--- config.mk ---
export PLATFORM = sky130hd
export DESIGN_NAME = booth_multiplier
export DESIGN_NICKNAME = d
export VERILOG_FILES = /design/src/rtl/booth_pkg.sv /design/src/rtl/booth_ctrl.sv /design/src/rtl/booth_multiplier.sv
export SDC_FILE = /design/constraint.sdc
export NUM_CORES = 1
export LEC_CHECK = 0
export CORE_MARGIN = 2
export CORE_UTILIZATION = 40
export DETAILED_ROUTE_END_ITERATION = 10
export SYNTH_ARGS = -nofsm -noshare
export SYNTH_HDL_FRONTEND = slang
export SYNTH_SLANG_ARGS = --single-unit
export TNS_END_PERCENT = 5
--- constraint.sdc ---
create_clock -name clk -period 4.61 [get_ports clk]
set_clock_uncertainty 0.15 [all_clocks]
set_input_delay 1.383 -clock clk [delete_from_list [all_inputs] [get_ports clk]]
set_output_delay 1.383 -clock clk [all_outputs]
set_load 0.01 [all_outputs]
--- src/rtl/booth_pkg.sv ---
// Shared definitions for the radix-2 Booth multiplier: FSM states and Booth
// recoding of the {Q[0], Qm1} bit pair.
package booth_pkg;

  typedef enum logic [1:0] {
    IDLE  = 2'd0,
    EVAL  = 2'd1,
    SHIFT = 2'd2,
    DONE  = 2'd3
  } state_t;

  localparam logic [1:0] OP_NOP = 2'b00;
  localparam logic [1:0] OP_ADD = 2'b01;
  localparam logic [1:0] OP_SUB = 2'b10;

  function automatic logic [1:0] booth_decode(input logic q0, input logic qm1);
    case ({q0, qm1})
      2'b01:   return OP_ADD;
      2'b10:   return OP_SUB;
      default: return OP_NOP;
    endcase
  endfunction

endpackage

--- src/rtl/booth_ctrl.sv ---
// Sequencer for the Booth multiplier: alternates EVAL/SHIFT until the
// iteration counter drains, then spends one cycle in DONE.
module booth_ctrl
  import booth_pkg::*;
(
  input  logic clk,
  input  logic rst,
  input  logic start,
  input  logic q0,
  input  logic qm1,
  input  logic cnt_zero,
  output logic load,
  output logic add,
  output logic sub,
  output logic shift,
  output logic dec,
  output logic done,
  output logic busy
);

  state_t state, state_nxt;
  logic [1:0] op;

  assign op = booth_decode(q0, qm1);

  always_ff @(posedge clk) begin
    if (rst) state <= IDLE;
    else     state <= state_nxt;
  end

  always_comb begin
    state_nxt = IDLE;
    case (state)
      IDLE:    state_nxt = start ? EVAL : IDLE;
      EVAL:    state_nxt = SHIFT;
      SHIFT:   state_nxt = cnt_zero ? DONE : EVAL;
      DONE:    state_nxt = IDLE;
      default: state_nxt = IDLE;
    endcase
  end

  always_comb begin
    load  = 1'b0;
    add   = 1'b0;
    sub   = 1'b0;
    shift = 1'b0;
    dec   = 1'b0;
    done  = 1'b0;
    busy  = 1'b1;
    case (state)
      IDLE: begin
        busy = 1'b0;
        load = start;
      end
      EVAL: begin
        add = (op == OP_ADD);
        sub = (op == OP_SUB);
        dec = 1'b1;
      end
      SHIFT:   shift = 1'b1;
      DONE:    done  = 1'b1;
      default: busy  = 1'b0;
    endcase
  end

endmodule

--- src/rtl/booth_multiplier.sv ---
// Sequential radix-2 Booth multiplier over WIDTH+1-bit extended operands,
// covering both signed and unsigned products with one datapath.
module booth_multiplier
  import booth_pkg::*;
#(
  parameter int WIDTH = 8
) (
  input  logic                 clk,
  input  logic                 rst,
  input  logic                 start,
  input  logic                 signed_mode,
  input  logic [WIDTH-1:0]     multiplicand,
  input  logic [WIDTH-1:0]     multiplier,
  output logic                 busy,
  output logic                 done,
  output logic [2*WIDTH-1:0]   product
);

  localparam int CNT_W = $clog2(WIDTH + 2);

  logic signed [WIDTH:0] a, m;
  logic        [WIDTH:0] q;
  logic                  qm1;
  logic [CNT_W-1:0]      cnt;
  logic                  cnt_zero;
  logic load, add, sub, shift, dec;
  logic [2*WIDTH-1:0]    shifted_aq;

  function automatic logic [WIDTH:0] extend(input logic [WIDTH-1:0] x, input logic sm);
    return {sm & x[WIDTH-1], x};
  endfunction

  assign cnt_zero = (cnt == '0);

  // Low 2*WIDTH bits of {A,Q} after the pending shift, captured on the final
  // shift so that product is already valid while done is high.
  assign shifted_aq = {a[WIDTH-1:0], q[WIDTH:1]};

  booth_ctrl u_ctrl (
    .clk      (clk),
    .rst      (rst),
    .start    (start),
    .q0       (q[0]),
    .qm1      (qm1),
    .cnt_zero (cnt_zero),
    .load     (load),
    .add      (add),
    .sub      (sub),
    .shift    (shift),
    .dec      (dec),
    .done     (done),
    .busy     (busy)
  );

  always_ff @(posedge clk) begin
    if (rst) begin
      a       <= '0;
      q       <= '0;
      m       <= '0;
      qm1     <= 1'b0;
      cnt     <= '0;
      product <= '0;
    end else begin
      if (load) begin
        m   <= extend(multiplicand, signed_mode);
        q   <= extend(multiplier, signed_mode);
        a   <= '0;
        qm1 <= 1'b0;
        cnt <= CNT_W'(WIDTH + 1);
      end
      if (add) a <= a + m;
      if (sub) a <= a - m;
      if (dec) cnt <= cnt - 1'b1;
      if (shift) begin
        a   <= {a[WIDTH], a[WIDTH:1]};
        q   <= {a[0], q[WIDTH:1]};
        qm1 <= q[0];
        if (cnt_zero) product <= shifted_aq;
      end
    end
  end

endmodule

==> results of run 1 <==
==> metal layers <==
layer,vias to the layer above,GRT usage (%)
met5,-,0
met2,88,29.56
li1,1294,-
met3,6,3.223
met1,1166,27.40
met4,0,6.250
==> cell type report <==
cell class | instances | area, um2
fill | 694 | 3471
multi-input combinational | 269 | 1583
sequential | 50 | 1001
timing repair buffer | 39 | 380.4
tap | 80 | 100.1
inverter | 19 | 71.32
clock buffer | 5 | 68.82
clock inverter | 3 | 43.79
==> worst max-delay path, cell delays in order <==
cell and delay [ps]:
clkdlybuf4s50_1 460, o21ba_1 310, a21oi_4 290, a22oi_2 90, o211a_1 160, or4_1 480
a21oi_1 130
==> cell families after synthesis <==
family,after synthesis,synth area share [%]
adders and majority gates,19,9.190
buffers and inverters,38,6.051
AOI/OAI and AO/OA,97,22.84
DFF,50,36.40
and+or+nand+nor,150,24.57
xor gates and xnor gates,3,0.9556
==> power breakdown <==
group | internal, mW | switching [mW]
combinational | 0.137 | 0.180
clock | 0.163 | 0.158
sequential | 0.464 | 0.0412
total | 0.765 | 0.379
==> registers in the layout, indices dropped and copies added (netlist names) <==
signal / count
product: 16
a: 9
m: 9
q: 9
cnt: 4
u_ctrl.state: 2
qm1: 1
==> stage by stage <==
| step | power [mW] | cells |
|---|---|---|
| after floorplan | 0.7432 | 357 |
| after global placement | 0.8223 | 457 |
| after detailed placement | 0.8287 | 457 |
| after CTS | 1.151 | 465 |
| after global routing | 1.216 | 465 |
| final | 1.144 | 465 |
==> placed cells by master, fill, tap and decap left out, types with 2 or more instances in the layout <==
cell             netlist  final
nand2b_1               5      5
dfxtp_1               50     50
nor3b_1                3      3
clkdlybuf4s50_1        0     36
a222oi_1               2      2
nor4_1                 8      8
and3_1                 2      2
fa_1                   2      2
ha_1                  17     17
xor2_1                 2      2
a221o_1                2      2
a211oi_1               3      3
o221ai_1               2      2
inv_1                 19     19
a22oi_1                5      5
clkbuf_8               0      5
nor2_1                43     43
nor3_1                 2      2
nor2b_1                6      6
and2_1                 2      2
a21oi_1               45     45
o22ai_1                2      2
o21a_1                 2      2
o21ai_1                3      3
nand3_1                8      8
buf_4                  1      2
nand2_1               63     63
a31oi_1                3      3
o21ai_0                9      9
nand3b_1               5      5
a221oi_1               3      3
o31a_1                 3      3
==> worst paths after layout <==
| kind | start | end | slack [ps] | cells past startpoint |
|---|---|---|---|---|
| worst max-delay path | start | a[7] | 1380 | 7 |
| worst min register to register | product[2] | product[2] | 310 | 2 |
| worst min-delay path | product[2] | product[2] | 310 | 2 |
| worst max register to register | a[3] | a[7] | 2180 | 7 |
==> results.json, run 1 <==
{
  "synth_async_sr_flop_share_pct": 0,
  "placeableCoreArea_um2": 6719,
  "yosys_register_bits": 50,
  "worst-slew-pin-transition_ps": 1020,
  "p_leak_nw": 1.205,
  "clkSinkCount": 50,
  "root_buffer_selected_by_cts": "clkbuf_8",
  "clock_transition_at_path_regs_ps": 90,
  "drt_first_iter_violations": 195,
  "critPathKind": "in2reg",
  "crit_path_start_kind": "input port",
  "dieHeight_um": 86.92,
  "fmax_mhz": 310.0,
  "ratio_of_cells_with_drive_above_1_in_the_final_layout_pct": 3.636,
  "dieWidth_um": 86.92,
  "routed_wirelength_mm": 6.885,
  "max_slew_margin_pct": 31.82,
  "top_signal_layer_used": "met4",
  "std_cell_rows": 30,
  "grt_first_pass_wirelength_mm": 11.47,
  "cts_max_level": 2,
  "rsz0062_at_grt": "false",
  "synth_sequential_area_ratio_pct": 36.40,
  "synth.area.top_cells": "dfxtp_1 (36%), nand2_1 (8.6%), a21oi_1 (8.2%), ha_1 (7.7%), nor2_1 (5.9%)",
  "cap_viol_max_count": 0,
  "effective_utilization_at_floorplan_pct": 40.93,
  "post-route-cell-area_um2": 3248,
  "die-area_um2": 7554,
  "timing.critical_path.arrival_ps": 3310,
  "detailed_placement_hpwl_mm": 4.741,
  "post_cts_buffers": 0,
  "finalSetupViolations": 0,
  "first_global_vias": 2371,
  "global_route.overflow_total": 0,
  "post_synth_instance_area_um2": 2750,
  "via_per_inst": 5.492,
  "met2WireLength_mm": 3.092,
  "power.density_cell_area_nw_per_um2": 352.2,
  "synth.largest_area_cell": "dfxtp_1",
  "fin_tns_setup_ps": 0,
  "grt_util_all_layers_pct": 19.23,
  "cp-end-kind": "flop",
  "yosysTopAreaCellShare_pct": 36.40,
  "synth.top_cells.by_count": "nand2_1 (63), dfxtp_1 (50), a21oi_1 (45), nor2_1 (43), inv_1 (19)",
  "worst_hold_path_type": "reg2reg",
  "timing.critical_path.fanout_max": 8,
  "mappedNetlistNets": 396,
  "detail_route.wirelength.met1_mm": 3.368,
  "grt_start_max_net_pins": 52,
  "report.final.hold_viol_count": 0,
  "share_of_the_cycle_needed_by_the_critical_path_after_routing_pct": 69.98,
  "dpl_cell_area_um2": 3136,
  "antenna_violating_nets_post_route": 0,
  "netlist-cell-type-count": 50,
  "diodes": 0,
  "wl_met3_um": 344,
  "number_of_antenna_violations_at_the_first_check_in_global_routing": 0,
  "finalCoreUtilization_pct": 48.34,
  "ys.warnings.count": 0,
  "run_status": "completed",
  "detail_route.first_pass.iterations": 7,
  "area_growth_pct": 18.11,
  "period_needed_ps": 3226,
  "remaining_drc_errors": 0,
  "final.hold.worst_slack_ps": 308.4,
  "synth-edff-count": 0,
  "nets": 423,
  "synth.most_common_cell": "nand2_1",
  "avgRoutedWirePerCell_um": 14.81,
  "place.gp.congestion": 0.8473,
  "cts_buffers": 5,
  "vdd.ir_drop.worst_mv": 0.1604,
  "clockBufferDepth": 2,
  "syn_avg_cell_area_um2": 7.703,
  "clk_latency_ps": 310,
  "timing_max_transition_violations_final": 0,
  "cts-hold-fix-buffers": 0,
  "post-place-ws_ps": 1069,
  "boundaryPins": 38,
  "ys_dominant_reg_cell": "dfxtp_1",
  "vias": 2554,
  "portBuffers": 37,
  "cts_resizes": 0,
  "worst_slack_ps": 1384,
  "tritoncts": "done",
  "synthCells": 357,
  "critPathRequiredTime_ps": 4690
}
No activity file was read; power rests on OpenSTA's default activity.
==> run 2, diff against run 1 <==
==> constraint.sdc (replaced) <==
create_clock -name clk -period 3.3 [get_ports clk]
set_clock_uncertainty 0.15 [all_clocks]
set_input_delay 0.99 -clock clk [delete_from_list [all_inputs] [get_ports clk]]
set_output_delay 0.99 -clock clk [all_outputs]
set_load 0.01 [all_outputs]
==> results.json, run 2 (same netlist as run 1, synthesis figures left out) <==
{
  "run_status": "completed",
  "total_switching_power_uw": 541.6,
  "crit_path_start_kind": "flop",
  "fillerInstances": 663,
  "dieHeight_um": 86.92,
  "p_leak_nw": 1.222,
  "cts-hold-fix-buffers": 0,
  "vdd.ir_drop.worst_mv": 0.2487,
  "ratio_of_cells_with_drive_above_1_in_the_final_layout_pct": 4.872,
  "grt_use_met1_pct": 26.60,
  "std_cell_rows": 30,
  "timing.reg2reg.setup_slack_ps": 850,
  "critPathKind": "reg2out",
  "placeableCoreArea_um2": 6719,
  "clkSinkCount": 50,
  "worst-slew-pin-transition_ps": 791.4,
  "root_buffer_selected_by_cts": "clkbuf_8",
  "detail_route.first_pass.iterations": 4,
  "finalSetupViolations": 0,
  "drt_first_iter_violations": 158,
  "worst-r2r-cell-count": 7,
  "grt.met3_usage_pct": 2.275,
  "combinationalPowerShare_pct": 29.3,
  "power.internal_mw": 1.006,
  "crit-reg2reg-capture": "a[7]",
  "remaining_drc_errors": 0,
  "hold_path_depth": 2,
  "detailed_placement_hpwl_mm": 4.900,
  "sequential_share_of_power_pct": 45.5,
  "timing.critical_path.fanout_max": 10,
  "grt_util_all_layers_pct": 18.53,
  "worst_hold_path_type": "reg2reg",
  "clk_latency_ps": 310,
  "report.final.hold_viol_count": 0,
  "vias": 2565,
  "global_route.overflow_total": 0,
  "antenna_violating_nets_post_route": 0,
  "period_needed_ps": 2705,
  "effective_utilization_at_floorplan_pct": 40.93,
  "share_of_the_cycle_needed_by_the_critical_path_after_routing_pct": 81.98,
  "number_of_antenna_violations_at_the_first_check_in_global_routing": 0,
  "cap_viol_max_count": 0,
  "place.gp.congestion": 0.8185,
  "timing_max_transition_violations_final": 0,
  "nets": 428,
  "cts_buffers": 5,
  "diodes": 0,
  "avgRoutedWirePerCell_um": 14.60,
  "min-delay-start": "product[13]",
  "max_flop_register": "product",
  "critPathRequiredTime_ps": 2160,
  "cp-end-kind": "output port",
  "mostFrequentLayoutCell": "nand2_1",
  "rsz0062_at_grt": "false",
  "boundaryPins": 38,
  "grt_busiest_layer": "met2",
  "max_slew_margin_pct": 47.09,
  "routed_wirelength_mm": 6.862,
  "post_cts_buffers": 0,
  "grt_first_pass_wirelength_mm": 11.24,
  "first_global_vias": 2331,
  "via_per_inst": 5.457,
  "die-area_um2": 7554,
  "largest_reg_flops": 16,
  "tritoncts": "done",
  "dieWidth_um": 86.92,
  "cts_resizes": 0,
  "whs_endpoint": "product[13]",
  "power.density_cell_area_nw_per_um2": 473.1,
  "clockBufferDepth": 2,
  "fmax_mhz": 369.6,
  "fin_tns_setup_ps": 0,
  "clock_power_share_pct": 25.2,
  "grt_start_max_net_pins": 25,
  "global_route.usage.met2_pct": 29.91,
  "clock_transition_at_path_regs_ps": 110,
  "finalCoreUtilization_pct": 48.68,
  "timing.critical_path.arrival_ps": 1570,
  "p_total_mw": 1.547,
  "swShare_pct": 35.00,
  "area_growth_pct": 18.93,
  "cts_max_level": 2,
  "portBuffers": 37,
  "r2r-start": "a[3]",
  "most-common-layout-cells": "nand2_1 (63), dfxtp_1 (50), a21oi_1 (45)"
}
run 2: cell types whose count changed in the layout (fill, tap and decap cells not counted):
cell,change
buf_4,+5
bufinv_16,-1
clkinv_2,-1
clkinv_4,+1
inv_8,+1
run 2: worst max-delay path, stage by stage, from the launching register on:
cell	delay, ps
dfxtp_1	530
nor2_1	130
inv_1	70
clkdlybuf4s50_1	520
run 2: routing by layer:
layer	routed length, um	vias to the layer above
li1	-	1301
met1	3332	1198
met2	3135	62
met3	340	4
met4	53	0
met5	0	-
run 2: area by class of cell:
type	instances	area (um2)	share of cell area, %
Clock buffer	5	68.82	2.104
Clock inverter	3	28.78	0.8799
Inverter	19	71.32	2.181
Multi-Input combinational cell	269	1583	48.39
Sequential cell	50	1001	30.60
Tap cell	80	100.1	3.060
Timing Repair Buffer	44	417.9	12.78
run 2: how the worst max path moves through the flow:
stage,start,end,slack [ps],cells after the start
floorplan,start,a[7],840,7
global placement,start,a[7],390,7
detailed placement,start,a[7],320,7
CTS,u_ctrl.state[0],busy,590,3
global route,u_ctrl.state[0],busy,480,3
finish,u_ctrl.state[0],busy,590,3
run 2: per-stage QoR:
step	setup WS, ps	std cells	hold slack [ps]	instance area (um2)
after detailed placement	316.6	462	296.8	3173
after floorplan	843.0	357	294.9	2750
final	594.7	470	308.3	3271
after CTS	593.0	470	311.8	3271
after global routing	481.7	470	330.4	3271
after global placement	391.5	462	292.0	3173
run 2: power groups by stage:
stage / combinational, mW / sequential, mW / clock [mW]
after CTS: 0.450 / 0.704 / 0.406
after detailed placement: 0.448 / 0.717 / 0
after floorplan: 0.339 / 0.699 / 0
final: 0.453 / 0.704 / 0.390
after global placement: 0.439 / 0.717 / 0
after global routing: 0.504 / 0.713 / 0.429
